**src/rtl/fetch_stage.sv**
```systemverilog
// Instruction-fetch stage: owns the PC, drives a 1-cycle synchronous instruction
// memory, and feeds the IF/ID register through a one-entry skid buffer.
module fetch_stage #(
  parameter int unsigned ADDR_W = 32,
  parameter int unsigned DATA_W = 32,
  parameter logic [ADDR_W-1:0] RESET_PC = '0,
  parameter logic [DATA_W-1:0] NOP = '0
) (
  input  logic              clk,
  input  logic              reset,
  input  logic              stall,
  input  logic              flush,
  input  logic              redirect_valid,
  input  logic [ADDR_W-1:0] redirect_pc,
  output logic [ADDR_W-1:0] imem_addr,
  input  logic [DATA_W-1:0] imem_rdata,
  output logic [DATA_W-1:0] id_instruction,
  output logic [ADDR_W-1:0] id_pc1,
  output logic              id_valid,
  output logic [31:0]       fetch_count
);

  logic [ADDR_W-1:0] pc_q, pc_d;
  logic              infl_valid_q, infl_valid_d;
  logic [ADDR_W-1:0] infl_pc1_q, infl_pc1_d;
  logic              skid_valid_q, skid_valid_d;
  logic [DATA_W-1:0] skid_instr_q, skid_instr_d;
  logic [ADDR_W-1:0] skid_pc1_q, skid_pc1_d;
  logic [DATA_W-1:0] id_instr_q, id_instr_d;
  logic [ADDR_W-1:0] id_pc1_q, id_pc1_d;
  logic              id_valid_q, id_valid_d;
  logic [31:0]       fetch_count_q, fetch_count_d;

  logic [ADDR_W-1:0] pc_inc;
  logic              sel_valid;
  logic [DATA_W-1:0] sel_instr;
  logic [ADDR_W-1:0] sel_pc1;

  always_comb begin
    pc_inc = pc_q + 1'b1;

    // Skid content is older than the word in flight, so it goes to ID first.
    sel_valid = 1'b0;
    sel_instr = NOP;
    sel_pc1   = '0;
    if (skid_valid_q) begin
      sel_valid = 1'b1;
      sel_instr = skid_instr_q;
      sel_pc1   = skid_pc1_q;
    end else if (infl_valid_q) begin
      sel_valid = 1'b1;
      sel_instr = imem_rdata;
      sel_pc1   = infl_pc1_q;
    end

    pc_d          = pc_q;
    infl_valid_d  = infl_valid_q;
    infl_pc1_d    = infl_pc1_q;
    skid_valid_d  = skid_valid_q;
    skid_instr_d  = skid_instr_q;
    skid_pc1_d    = skid_pc1_q;
    id_instr_d    = id_instr_q;
    id_pc1_d      = id_pc1_q;
    id_valid_d    = id_valid_q;
    fetch_count_d = fetch_count_q;

    if (redirect_valid) begin
      pc_d         = redirect_pc;
      infl_valid_d = 1'b0;
      skid_valid_d = 1'b0;
      id_instr_d   = NOP;
      id_pc1_d     = '0;
      id_valid_d   = 1'b0;
    end else if (flush) begin
      pc_d         = pc_inc;
      infl_valid_d = 1'b1;
      infl_pc1_d   = pc_inc;
      skid_valid_d = 1'b0;
      id_instr_d   = NOP;
      id_pc1_d     = '0;
      id_valid_d   = 1'b0;
    end else if (stall) begin
      infl_valid_d = 1'b0;
      if (infl_valid_q) begin
        skid_valid_d = 1'b1;
        skid_instr_d = imem_rdata;
        skid_pc1_d   = infl_pc1_q;
      end
    end else begin
      pc_d         = pc_inc;
      infl_valid_d = 1'b1;
      infl_pc1_d   = pc_inc;
      skid_valid_d = 1'b0;
      id_instr_d   = sel_instr;
      id_pc1_d     = sel_pc1;
      id_valid_d   = sel_valid;
      if (sel_valid) fetch_count_d = fetch_count_q + 32'd1;
    end
  end

  always_ff @(posedge clk or negedge reset) begin
    if (!reset) begin
      pc_q          <= RESET_PC;
      infl_valid_q  <= 1'b0;
      infl_pc1_q    <= '0;
      skid_valid_q  <= 1'b0;
      skid_instr_q  <= NOP;
      skid_pc1_q    <= '0;
      id_instr_q    <= NOP;
      id_pc1_q      <= '0;
      id_valid_q    <= 1'b0;
      fetch_count_q <= '0;
    end else begin
      pc_q          <= pc_d;
      infl_valid_q  <= infl_valid_d;
      infl_pc1_q    <= infl_pc1_d;
      skid_valid_q  <= skid_valid_d;
      skid_instr_q  <= skid_instr_d;
      skid_pc1_q    <= skid_pc1_d;
      id_instr_q    <= id_instr_d;
      id_pc1_q      <= id_pc1_d;
      id_valid_q    <= id_valid_d;
      fetch_count_q <= fetch_count_d;
    end
  end

  assign imem_addr      = pc_q;
  assign id_instruction = id_instr_q;
  assign id_pc1         = id_pc1_q;
  assign id_valid       = id_valid_q;
  assign fetch_count    = fetch_count_q;

endmodule

```
**config.mk**
```make
export PLATFORM = sky130hd
export DESIGN_NAME = fetch_stage
export DESIGN_NICKNAME = d
export VERILOG_FILES = /design/src/rtl/fetch_stage.sv
export SDC_FILE = /design/constraint.sdc
export NUM_CORES = 1
export LEC_CHECK = 0
export CAP_MARGIN = 30
export CORE_MARGIN = 2
export CORE_UTILIZATION = 47
export DETAILED_ROUTE_END_ITERATION = 10
export GPL_ROUTABILITY_DRIVEN = 1
export PLACE_DENSITY = 0.85
export SLEW_MARGIN = 5
export SYNTH_ARGS = -nofsm -noshare
export SYNTH_HDL_FRONTEND = slang
export SYNTH_SLANG_ARGS = --single-unit
```
**constraint.sdc**
```tcl
create_clock -name clk -period 1.7 [get_ports clk]
set_clock_uncertainty 0.1 [all_clocks]
set_input_delay 0.425 -clock clk [delete_from_list [all_inputs] [get_ports clk]]
set_output_delay 0.425 -clock clk [all_outputs]
set_load 0.01 [all_outputs]
```
After elaboration in Yosys (flattened, before gate mapping)
Cells that the tools add are included.

operators by class
  $add $sub $neg = 2
  eq/ne operators = 3
  mux-type cells = 25
  bitwise gates (word level) = 3
  reductions and logical operators = 3

operator list
  kind                     count
  $mux W32                 13
  $add A32 B1 Y32 const B  2
  $mux W1                  12
  $reduce_and A4 Y1        2
  $ne A4 B1 Y1 const B     1
  $ne A3 B1 Y1 const B     1
  $not A1 Y1               3
  $ne A2 B1 Y1 const B     1
  $reduce_and A2 Y1        1

storage, ports and cells
  bits in registers = 227
  bits of input ports = 69
  output and inout bits = 129
  logic and storage cells = 46

Longest topological paths before layout
  depth after elaboration = 5
  mapped depth = 7
  gate-level depth less buffers = 6

Worst setup path after synthesis
No wires, ideal clock.

  path kind = input port to flip-flop
  from = in redirect_valid
  to = reg skid_pc1_q[22]
  setup time = 125 ps
  data arrival time = 1687 ps
  required time = 1475 ps
  setup slack = -212 ps
  cell stages on the path = 6
  path buffers = 3
  path through = buf_6 nor3b_1 and2_1 buf_2 buf_4 mux2_2

on the way
  word-level cells in the longest chain between the ends = 2

RTL lines
  what                         line  text
  from (decl)                  13    input logic redirect_valid,
  $not A1 Y1 (no line)         -
  $reduce_and A4 Y1 (no line)  -
  to (signal assigned)         119   skid_pc1_q <= skid_pc1_d;
  to (decl)                    28    logic [ADDR_W-1:0] skid_pc1_q, skid_pc1_d;

No other way between the ends.
A chain may end at the register's enable or synchronous reset.

Worst setup path after layout
  from = reg pc_q[13], in the netlist imem_addr[13]
  to = reg infl_pc1_q[21]

on the way
  word-level cells in the longest chain between the ends = 3

RTL lines
  what                    line  text
  from (decl)             23    logic [ADDR_W-1:0] pc_q, pc_d;
  from (signal assigned)  114   pc_q <= pc_d;
  $add A32 B1 Y32 *       40    pc_inc = pc_q + 1'b1;
  $mux W32                82    end else if (stall) begin
  $mux W32 *              74    end else if (flush) begin
  to (signal assigned)    116   infl_pc1_q <= infl_pc1_d;
  to (decl)               25    logic [ADDR_W-1:0] infl_pc1_q, infl_pc1_d;

Mark *: on every way between the ends. The rest lies on a longest branch, timed or not. The select of a mux whose other input is x is not followed.

==> flow_metrics.env <==
export IMPL_hold_path_startpoint="redirect_valid"
export IMPL_grt_overflow_total=0
export IMPL_ant_nets=0
export IMPL_seq_area_um2=5700
export IMPL_synthToLayoutAreaGrowth_pct=56.2
export IMPL_min_path_type="in -> reg"
export IMPL_fin_ws_ns=-0.338
export IMPL_grt_max_degree=68
export IMPL_nFillCells=1292
export IMPL_worst_slew_pin_slew_ns=0.680
export IMPL_grt_use_met3_pct=4.31
export IMPL_clock_sinks=227
export IMPL_yosysSeqAreaShare_pct=55.5
export IMPL_drt_initial_drc_count=561
export IMPL_dp_hpwl_um=18800
export IMPL_portBuffers=197
export IMPL_antenna_found_initial=0
export IMPL_synth_area_um2=10200
export IMPL_r2r_start="imem_addr[13]$_DFFE_PN0N_"
export IMPL_layout_drive_gt1_share_pct=40.1
export IMPL_drt_pass1_iterations=5
export IMPL_busiest_layer="met2"
export IMPL_vdd_drop_max_v=0.000825
export IMPL_synthesis_instances=946
export IMPL_clkTransAtPathRegs_ns=0.06
export IMPL_synth_fp_nets=1017
export IMPL_rows=53
export IMPL_ios=198
export IMPL_fin_nets=1416
export IMPL_syn_avg_cell_area_um2=10.8
export IMPL_gp_congestion=0.875
export IMPL_critPathRequiredTime_ns=1.99
export IMPL_grt_pass1_wl_um=48500
export IMPL_htreeDepth=1
export IMPL_endpoint_kind="flip-flop"
export IMPL_status="complete, but fails checks"
export IMPL_power_leakage_nw=7.31
export IMPL_cts_tree="built"
export IMPL_use_met2_pct=46.0
export IMPL_timing_fmax_mhz=491
export IMPL_min_period_over_period_pct=120
export IMPL_initial_utilization_pct=48.2
export IMPL_slew_viol_final=0
export IMPL_hold_viol=0
export IMPL_dpl_worst_slack_ns=-0.662
export IMPL_multiInputGateArea_um2=5030
export IMPL_worst_setup_path_type="reg -> reg"
export IMPL_coreArea_um2=21200
export IMPL_use_met1_pct=33.8
export IMPL_clk_latency_ns=0.52
export IMPL_post_route_util_pct=75.4
export IMPL_via_per_inst=5.60
export IMPL_hold_slack_ns=0.242
export IMPL_grt_usage_pct=26.5
export IMPL_hold_path_depth=4
export IMPL_relSlewSlack_pct=54.7
export IMPL_arrival_ns=2.33
export IMPL_die_area_um2=23000
export IMPL_violations="setup timing"
export IMPL_max_cap_violations=0
export IMPL_routed_wl_um=33200
export IMPL_r2r_cells=8
export IMPL_diodes=0
export IMPL_grt_pass1_vias=9413
export IMPL_dr_total_vias=9164
export IMPL_wl_per_cell_um=20.3
export IMPL_cp_max_fo=6
export IMPL_yosysWarnings=0
export IMPL_rr_endpoint="infl_pc1_q[21]$_DFFE_PN0P_"
export IMPL_worstSetupStartpointType="flip-flop"
export IMPL_dieHeight_um=152
export IMPL_power_density_nw_per_um2=947
export IMPL_fp_dieW_um=152
export IMPL_async_reset_ff_share_pct=100
export IMPL_synth_edf_count=0
export IMPL_cts_buffers_inserted=24
export IMPL_fin_setup_tns_ns=-10.46
export IMPL_finalCriticalPeriod_ns=2.04
export IMPL_ys_flop_type="dfrtp_1"
export IMPL_drc=0
export IMPL_setup_viol=72
export IMPL_synth_cell_types=47
export IMPL_ff2ff_setup_slack_ns=-0.34
export IMPL_cts_buffer_depth=3
export IMPL_power_mw=15.1
export IMPL_hold_end="fetch_count[3]$_DFFE_PN0P_"
export IMPL_ys_ff_latch=227
export IMPL_cts_root_buf="clkbuf_16"
export IMPL_grt_setup_unrepaired="true"
## cells in the final DEF, fill, tap and decap left out, types with 5 or more instances in the layout
cell               n
xnor2_1           25
nor2_2             6
dfrtp_1          214
nand3_1            7
nand2_4            5
nand2_1          116
clkbuf_8           5
mux2_4            47
and3_1             5
xnor2_2            7
clkdlybuf4s15_1   48
a22oi_1           63
buf_12            13
nor3_4             7
o21ai_0           71
nor2_4             5
o21ai_1           26
mux2_2            19
nand4_1           27
a21oi_1           28
and4_1             6
nor2_1            39
inv_1              6
xor2_1            52
dfrtp_2           13
nand3_4           10
clkbuf_2          29
nand3_2           15
buf_2             14
buf_6             99
nor4_4             6
nand2_2            9
xor2_2             7
clkdlybuf4s50_1   64
buf_4            163
clkbuf_16         25
## stage by stage
step	std cells	cell area [µm²]
4_1_cts	1596	15400
3_3_place_gp	1469	13600
3_5_place_dp	1469	13600
6_report	1635	16000
5_1_grt	1635	16000
2_1_floorplan	946	10700
## worst max path at each step
stage,startpoint,to,slack (ns),depth (start not counted)
4_1_cts,imem_addr[1]$_DFFE_PN0N_,imem_addr[16]$_DFFE_PN0N_,-0.14,10
5_1_grt,imem_addr[13]$_DFFE_PN0N_,infl_pc1_q[21]$_DFFE_PN0P_,-0.41,8
6_report,imem_addr[13]$_DFFE_PN0N_,infl_pc1_q[21]$_DFFE_PN0P_,-0.34,8
2_1_floorplan,fetch_count[1]$_DFFE_PN0P_,fetch_count[26]$_DFFE_PN0P_,-0.15,7
3_3_place_gp,flush,fetch_count[26]$_DFFE_PN0P_,-0.60,6
3_5_place_dp,flush,fetch_count[31]$_DFFE_PN0P_,-0.66,7
## cell usage after synthesis, types with 9 or more instances
library cell	count	area, µm²
a21oi_1	29	145
a22oi_1	63	473
and4_1	9	78.8
buf_4	9	67.6
clkbuf_1	44	165
dfrtp_1	227	5680
mux2_2	58	653
nand2_1	130	488
nand3_1	31	155
nand4_1	27	169
nor2_1	48	180
o21ai_0	91	455
xnor2_1	32	280
xor2_1	59	517
## report_power, final
group / internal [mW] / switching [mW]
Sequential: 6.12 / 0.518
Clock: 3.34 / 2.14
Combinational: 1.73 / 1.31
## routing by layer
layer,part of all wire (%),wire length [µm]
met1,39,12900
met2,50,16700
met3,6.7,2240
met4,4.2,1380
met5,0,0
## logic make-up after synthesis
family	share of synthesized area, %
AOI/OAI and AO/OA	11.3
adders and majority gates	0.244
xor gates and xnor gates	7.78
muxes	7.36
DFF	55.5
buffers and inverters	3.29
and+or+nand+nor	14.5
## final cells by class
type	instances	share of cell area (%)
Timing Repair Buffer	439	25.5
Sequential cell	227	35.6
Multi-Input combinational cell	647	31.5
Tap cell	275	2.15
Clock buffer	34	4.44
Clock inverter	7	0.688
Inverter	6	0.141
## worst max-delay path, stage by stage (launching register included)
cell and delay [ns]:
dfrtp_1 0.36, buf_4 0.15, nand4_1 0.23, nor4_4 0.32, buf_6 0.18, buf_12 0.12, nand4_1 0.13, xor2_1 0.23
a21oi_1 0.08
## repair_timing
action | in CTS | in global routing
hold buffers | 1 | 0
endpoints found under the hold margin | 32 | 0
setup endpoints to repair | 309 | 164
gates cloned | 4 | 0
setup buffers | 83 | 61
pin swaps | 40 | 71
gates resized for setup | 456 | 165
## flip-flops by register name, indices dropped and copies added, names as in the netlist
name,flops
fetch_count,32
id_instruction,32
id_pc1,32
imem_addr,32
infl_pc1_q,32
skid_instr_q,32
skid_pc1_q,32
id_valid,1
infl_valid_q,1
skid_valid_q,1
Note: power is estimated with default switching activity, not from simulation.
